**src/rtl/vector_result_streamer_if.sv**
```systemverilog
// Element-serial valid/ready stream carrying one result element per beat.
// The master drives data, valid and last; the slave returns ready.
interface vector_result_streamer_if #(
  parameter int BITS = 8
);
  logic [BITS-1:0] out_data;
  logic            out_valid;
  logic            out_last;
  logic            out_ready;

  modport master (
    output out_data,
    output out_valid,
    output out_last,
    input  out_ready
  );

  modport slave (
    input  out_data,
    input  out_valid,
    input  out_last,
    output out_ready
  );
endinterface

```
**src/rtl/vector_result_streamer.sv**
```systemverilog
// Snapshots an ALU result vector and streams it out one element per beat,
// index 0 first, flagging the final beat and pulsing done on completion.
module vector_result_streamer #(
  parameter int BITS = 8,
  parameter int N    = 4
) (
  input  logic            clk,
  input  logic            rst,
  input  logic [BITS-1:0] S [N-1:0],
  input  logic [7:0]      S_len,
  input  logic            load,
  vector_result_streamer_if.master strm,
  output logic            busy,
  output logic            done,
  output logic            len_err,
  output logic            overrun
);

  localparam logic [7:0] NMAX = 8'(N);
  localparam int IW = (N > 1) ? $clog2(N) : 1;

  typedef enum logic [1:0] {
    ST_IDLE,
    ST_SEND,
    ST_DONE
  } state_t;

  state_t state;
  state_t nxt;

  logic [BITS-1:0] shadow [N-1:0];
  logic [7:0]      cnt;
  logic [7:0]      len;
  logic            last_beat;
  logic            take;
  logic            accept;
  logic [IW-1:0]   idx;

  assign last_beat = (cnt == len - 8'd1);
  assign take      = (state == ST_SEND) && strm.out_ready;
  assign accept    = (state == ST_IDLE) && load;
  assign idx       = cnt[IW-1:0];

  always_ff @(posedge clk) begin
    if (rst) begin
      state <= ST_IDLE;
    end else begin
      state <= nxt;
    end
  end

  always_comb begin
    nxt = state;
    unique case (state)
      ST_IDLE: begin
        if (load) begin
          nxt = (S_len == 8'd0) ? ST_DONE : ST_SEND;
        end
      end
      ST_SEND: begin
        if (take && last_beat) begin
          nxt = ST_DONE;
        end
      end
      ST_DONE: nxt = ST_IDLE;
      default: nxt = ST_IDLE;
    endcase
  end

  // Shadow copy decouples the stream from later changes on S.
  always_ff @(posedge clk) begin
    if (rst) begin
      shadow  <= '{default: '0};
      cnt     <= 8'd0;
      len     <= 8'd0;
      len_err <= 1'b0;
      overrun <= 1'b0;
    end else begin
      if (accept) begin
        shadow  <= S;
        len     <= (S_len > NMAX) ? NMAX : S_len;
        cnt     <= 8'd0;
        len_err <= (S_len > NMAX);
        overrun <= 1'b0;
      end else if (load) begin
        overrun <= 1'b1;
      end
      if (take && !last_beat) begin
        cnt <= cnt + 8'd1;
      end
    end
  end

  always_comb begin
    strm.out_data  = '0;
    strm.out_valid = 1'b0;
    strm.out_last  = 1'b0;
    busy           = 1'b0;
    done           = 1'b0;
    unique case (1'b1)
      (state == ST_SEND): begin
        strm.out_data  = shadow[idx];
        strm.out_valid = 1'b1;
        strm.out_last  = last_beat;
        busy           = 1'b1;
      end
      (state == ST_DONE): begin
        strm.out_data  = shadow[idx];
        busy           = 1'b1;
        done           = 1'b1;
      end
      default: begin
        strm.out_data  = '0;
      end
    endcase
  end

endmodule
```
**src/flat_wrapper.sv**
```systemverilog
// flat-port wrapper written by rule: the top's interface ports become plain ports
module vector_result_streamer_flat 
#(
  parameter int BITS = 8,
  parameter int N    = 4
)
  (clk, rst, S, S_len, load, busy, done, len_err, overrun, strm_out_data, strm_out_valid, strm_out_last, strm_out_ready);
  vector_result_streamer_if #(.BITS(BITS)) strm_i ();
  input  logic clk;
  input  logic rst;
  input  logic [BITS-1:0] S[N-1:0];
  input  logic [7:0] S_len;
  input  logic load;
  output logic busy;
  output logic done;
  output logic len_err;
  output logic overrun;
  output wire logic [$bits(strm_i.out_data)-1:0] strm_out_data;
  output wire logic [$bits(strm_i.out_valid)-1:0] strm_out_valid;
  output wire logic [$bits(strm_i.out_last)-1:0] strm_out_last;
  input wire logic [$bits(strm_i.out_ready)-1:0] strm_out_ready;
  assign strm_out_data = strm_i.out_data;
  assign strm_out_valid = strm_i.out_valid;
  assign strm_out_last = strm_i.out_last;
  assign strm_i.out_ready = strm_out_ready;
  vector_result_streamer #(.BITS(BITS), .N(N)) u_core (.clk(clk), .rst(rst), .S(S), .S_len(S_len), .load(load), .strm(strm_i), .busy(busy), .done(done), .len_err(len_err), .overrun(overrun));
endmodule
```
**config.mk**
```make
export PLATFORM = sky130hd
export DESIGN_NAME = vector_result_streamer_flat
export DESIGN_NICKNAME = d
export VERILOG_FILES = /design/src/rtl/vector_result_streamer_if.sv /design/src/rtl/vector_result_streamer.sv /design/src/flat_wrapper.sv
export SDC_FILE = /design/constraint.sdc
export NUM_CORES = 1
export LEC_CHECK = 0
export ABC_AREA = 1
export BUFFER_PORTS_ARGS = -buffer_cell sky130_fd_sc_hd__buf_2
export CAP_MARGIN = 20
export CORE_ASPECT_RATIO = 1.1
export CORE_MARGIN = 2
export CORE_UTILIZATION = 30
export CTS_BUF_LIST = sky130_fd_sc_hd__clkbuf_8
export DETAILED_ROUTE_END_ITERATION = 7
export GPL_ROUTABILITY_DRIVEN = 0
export GPL_TIMING_DRIVEN = 0
export PLACE_DENSITY = 0.55
export SETUP_SLACK_MARGIN = 0.3
export SYNTH_ARGS = -nofsm -noshare
export SYNTH_HDL_FRONTEND = slang
export SYNTH_SLANG_ARGS = --single-unit
```
**constraint.sdc**
```tcl
create_clock -name clk -period 3.85 [get_ports clk]
set_input_delay 0.5775 -clock clk [delete_from_list [all_inputs] [get_ports clk]]
set_output_delay 0.5775 -clock clk [all_outputs]
set_load 0.01 [all_outputs]
```
==> impl_metrics.env <==
export IMPL_status="finished clean"
export IMPL_clock_latency_at_the_later_pin_of_the_worst_skew_pair_ps=300
export IMPL_synth_sequential_area_ratio=0.406
export IMPL_hold_depth=2
export IMPL_detail_route_iter0_violations=122
export IMPL_maxCapViolCount=0
export IMPL_number_of_levels_in_the_clock_h_tree=2
export IMPL_core_region_area_um2=8320
export IMPL_cells_after_synthesis=377
export IMPL_number_of_antenna_violations_at_the_first_check_in_global_routing=0
export IMPL_tritoncts_num_sinks=52
export IMPL_regToRegStartpoint="u_core.state[0]"
export IMPL_yosys_cell_types_count=30
export IMPL_drt_drc_violations_left=0
export IMPL_die_width_um=92.1
export IMPL_number_of_flops_mapped_to_enable_cells_by_yosys=0
export IMPL_worst_slew_pin_slew_ps=566
export IMPL_synthesis_nets=426
export IMPL_cp_start_kind="register"
export IMPL_core_rowCount=35
export IMPL_worst_setup_path_startpoint="u_core.len[0]"
export IMPL_max_stage_delay_ps=430
export IMPL_crit_path_max_fanout=7
export IMPL_holdCritPathClass="register to register"
export IMPL_syn_area_um2=2560
export IMPL_layout_overhead_on_the_synthesized_area_pct=21.6
export IMPL_timing_final_setup_violations=0
export IMPL_first_global_vias=2352
export IMPL_setup_skew_after_layout_ps=5.97
export IMPL_drt_first_pass_iters=4
export IMPL_buffer_ports_inserted=57
export IMPL_tritoncts="done"
export IMPL_setup_worst_path_end="strm_out_last"
export IMPL_grt_setup_unrepaired="false"
export IMPL_place_hpwl_um=5010
export IMPL_final_min_period_over_clock_period=0.682
export IMPL_crit_top_cell="nand2_1"
export IMPL_synth_largest_area_cell="dfxtp_1"
export IMPL_die_h_um=101
export IMPL_cts_buffers=5
export IMPL_reg2regPathDepth=8
export IMPL_synth_yosys_warnings=0
export IMPL_critPathCaptureType="primary output"
export IMPL_post_cts_hold_buffer_count=0
export IMPL_timing_worst_setup_path_type="register to primary output"
export IMPL_p_leak_nw=1.35
export IMPL_clkSlewWorstSetupHoldPaths_ps=100
export IMPL_pin_count=58
export IMPL_grt_start_max_net_pins=16
export IMPL_global_route_usage_total=0.147
export IMPL_setup_reg_to_reg_worst_slack_ps=1790
export IMPL_critical_path_cell_chain="inv_2 > ha_1 > inv_1 > nand2_1 > nand2_1 > nand2_1 > nand2_1 > nand3_1 > nor2_1 > nand2_4 > nor2_1 > buf_2"
export IMPL_async_flop_share=0
export IMPL_drt_wl_total_um=6630
export IMPL_postCtsSetupRepairBufs=0
export IMPL_power_density_nw_per_um2=410
export IMPL_vias=2534
export IMPL_drt_antenna_violating_nets=0
export IMPL_final_max_slew_violation_count=0
export IMPL_max_slew_margin_rel=0.623
export IMPL_max_freq_mhz=381
export IMPL_cts_resized=0
export IMPL_vdd_ir_drop_worst_mv=0.190
export IMPL_grt_overflow=0
export IMPL_cp_required_ps=3270
export IMPL_finalHoldViolations=0
export IMPL_grt_first_pass_wirelength_um=11000
export IMPL_die_area_um2=9300
export IMPL_synth_ff_latch_count=52
export IMPL_crit_arrival_ps=2050
export IMPL_floorplan_initialDensity=0.308
export IMPL_num_nets_final=490
export IMPL_critical_path_reg2reg_endpoint="u_core.shadow[18]"
export IMPL_drive_above_1_share=0.181
export IMPL_post_layout_total_power_w=0.00128
export IMPL_antenna_cells_inserted=0
export IMPL_syn_avg_cell_area_um2=6.80
export IMPL_timing_final_crit_period_ps=2620
export IMPL_max_clock_path_buffers=2
export IMPL_setup_tns_final_ps=0
export IMPL_post_drt_wl_per_cell_um=12.0
export IMPL_route_detailed_vias_per_inst=4.59
export IMPL_ys_top_cells_by_area="dfxtp_1 (41%), nor2_1 (17%), o21ai_0 (10%)"
export IMPL_cp_slowest_cell="dfxtp_1"
export IMPL_synthFlopType="dfxtp_1"
export IMPL_clock_tree_root_cell="clkbuf_8"
export IMPL_synthDominantCellAreaShare=0.406
==> kinds of logic after synthesis <==
family          Yosys count  share of synthesized area
buf+inv                  42                     0.0664
xor+xnor                 11                     0.0376
fa+ha+maj                 5                     0.0244
flops                    52                      0.406
compound gates           75                      0.150
simple gates            192                      0.315
==> cell usage in the layout (no fill, tap or decap), types with 3 or more instances in the layout <==
| cell type | instances |
|---|---|
| nand3_1 | 26 |
| xnor2_1 | 4 |
| xor2_1 | 7 |
| dfxtp_1 | 52 |
| nor2_2 | 3 |
| nor2_1 | 114 |
| nand2_1 | 36 |
| clkbuf_1 | 13 |
| or2_1 | 3 |
| a21oi_1 | 19 |
| inv_1 | 22 |
| ha_1 | 5 |
| o21ai_0 | 51 |
| buf_2 | 58 |
| clkbuf_8 | 5 |
==> critical path: cells and delay by family, from the launching register on <==
family | cells | cell delay (ps)
flip-flops | 1 | 430
adder cells (fa/ha/maj) | 1 | 280
buffers and inverters | 3 | 300
AND/OR/NAND/NOR | 8 | 740
==> how the worst min path moves through the flow <==
stage,from,to,slack (ps)
6_report,u_core.len[7],u_core.len[7],440
3_3_place_gp,u_core.len[7],u_core.len[7],430
5_1_grt,u_core.len[7],u_core.len[7],500
4_1_cts,u_core.len[7],u_core.len[7],450
2_1_floorplan,u_core.len[7],u_core.len[7],420
3_5_place_dp,u_core.len[7],u_core.len[7],430
==> where the power goes <==
part	switching, W	total [W]	internal, W
registers	0.0000240	0.000605	0.000581
clock network	0.000182	0.000439	0.000256
logic	0.000147	0.000235	0.0000880
total	0.000354	0.00128	0.000925
==> area by class of cell <==
| class | count | area, µm² |
|---|---|---|
| Tap cell | 111 | 139 |
| Fill cell | 939 | 5200 |
| Timing Repair Buffer | 57 | 285 |
| Inverter | 25 | 93.8 |
| Clock buffer | 5 | 68.8 |
| Clock inverter | 2 | 60.1 |
| Buffer | 17 | 76.3 |
| Multi-Input combinational cell | 283 | 1350 |
| Sequential cell | 52 | 1040 |
==> sequential cells by signal, summed over array words and instances, names as in the netlist <==
name            cells
u_core.shadow      32
u_core.state        2
u_core.cnt          8
u_core.overrun      1
u_core.len          8
u_core.len_err      1
==> cell usage after synthesis, types with 2 or more instances <==
cell type / count
nand4_1: 2
clkbuf_1: 13
nor2_1: 114
xor2_1: 7
nand2_2: 2
dfxtp_1: 52
inv_1: 22
nor2_2: 3
a21oi_1: 19
o21ai_0: 51
xnor2_1: 4
ha_1: 5
o22ai_1: 2
a21oi_2: 2
nand3_1: 26
nand2_1: 36
inv_2: 2
or2_1: 3
==> through the flow <==
step	instances	util	worst slack [ps]	instance area, µm²	hold WS, ps
2_1_floorplan	377	-	1800	2560	420
3_3_place_gp	545	0.359	1560	2990	431
3_5_place_dp	545	0.359	1520	2990	434
4_1_cts	552	0.374	1180	3120	448
5_1_grt	552	0.374	988	3120	499
6_report	552	0.374	1230	3120	444
==> metal layers <==
| metal | share of wire | GRT usage | vias to the layer above | wire length, µm |
|---|---|---|---|---|
| li1 | - | - | 1337 | - |
| met1 | 0.46 | 0.187 | 1138 | 3050 |
| met2 | 0.49 | 0.260 | 55 | 3220 |
| met3 | 0.045 | 0.0284 | 4 | 298 |
| met4 | 0.0088 | 0.0344 | 0 | 58 |
| met5 | 0 | 0 | - | 0 |
Power figures use the tool's default switching activity.
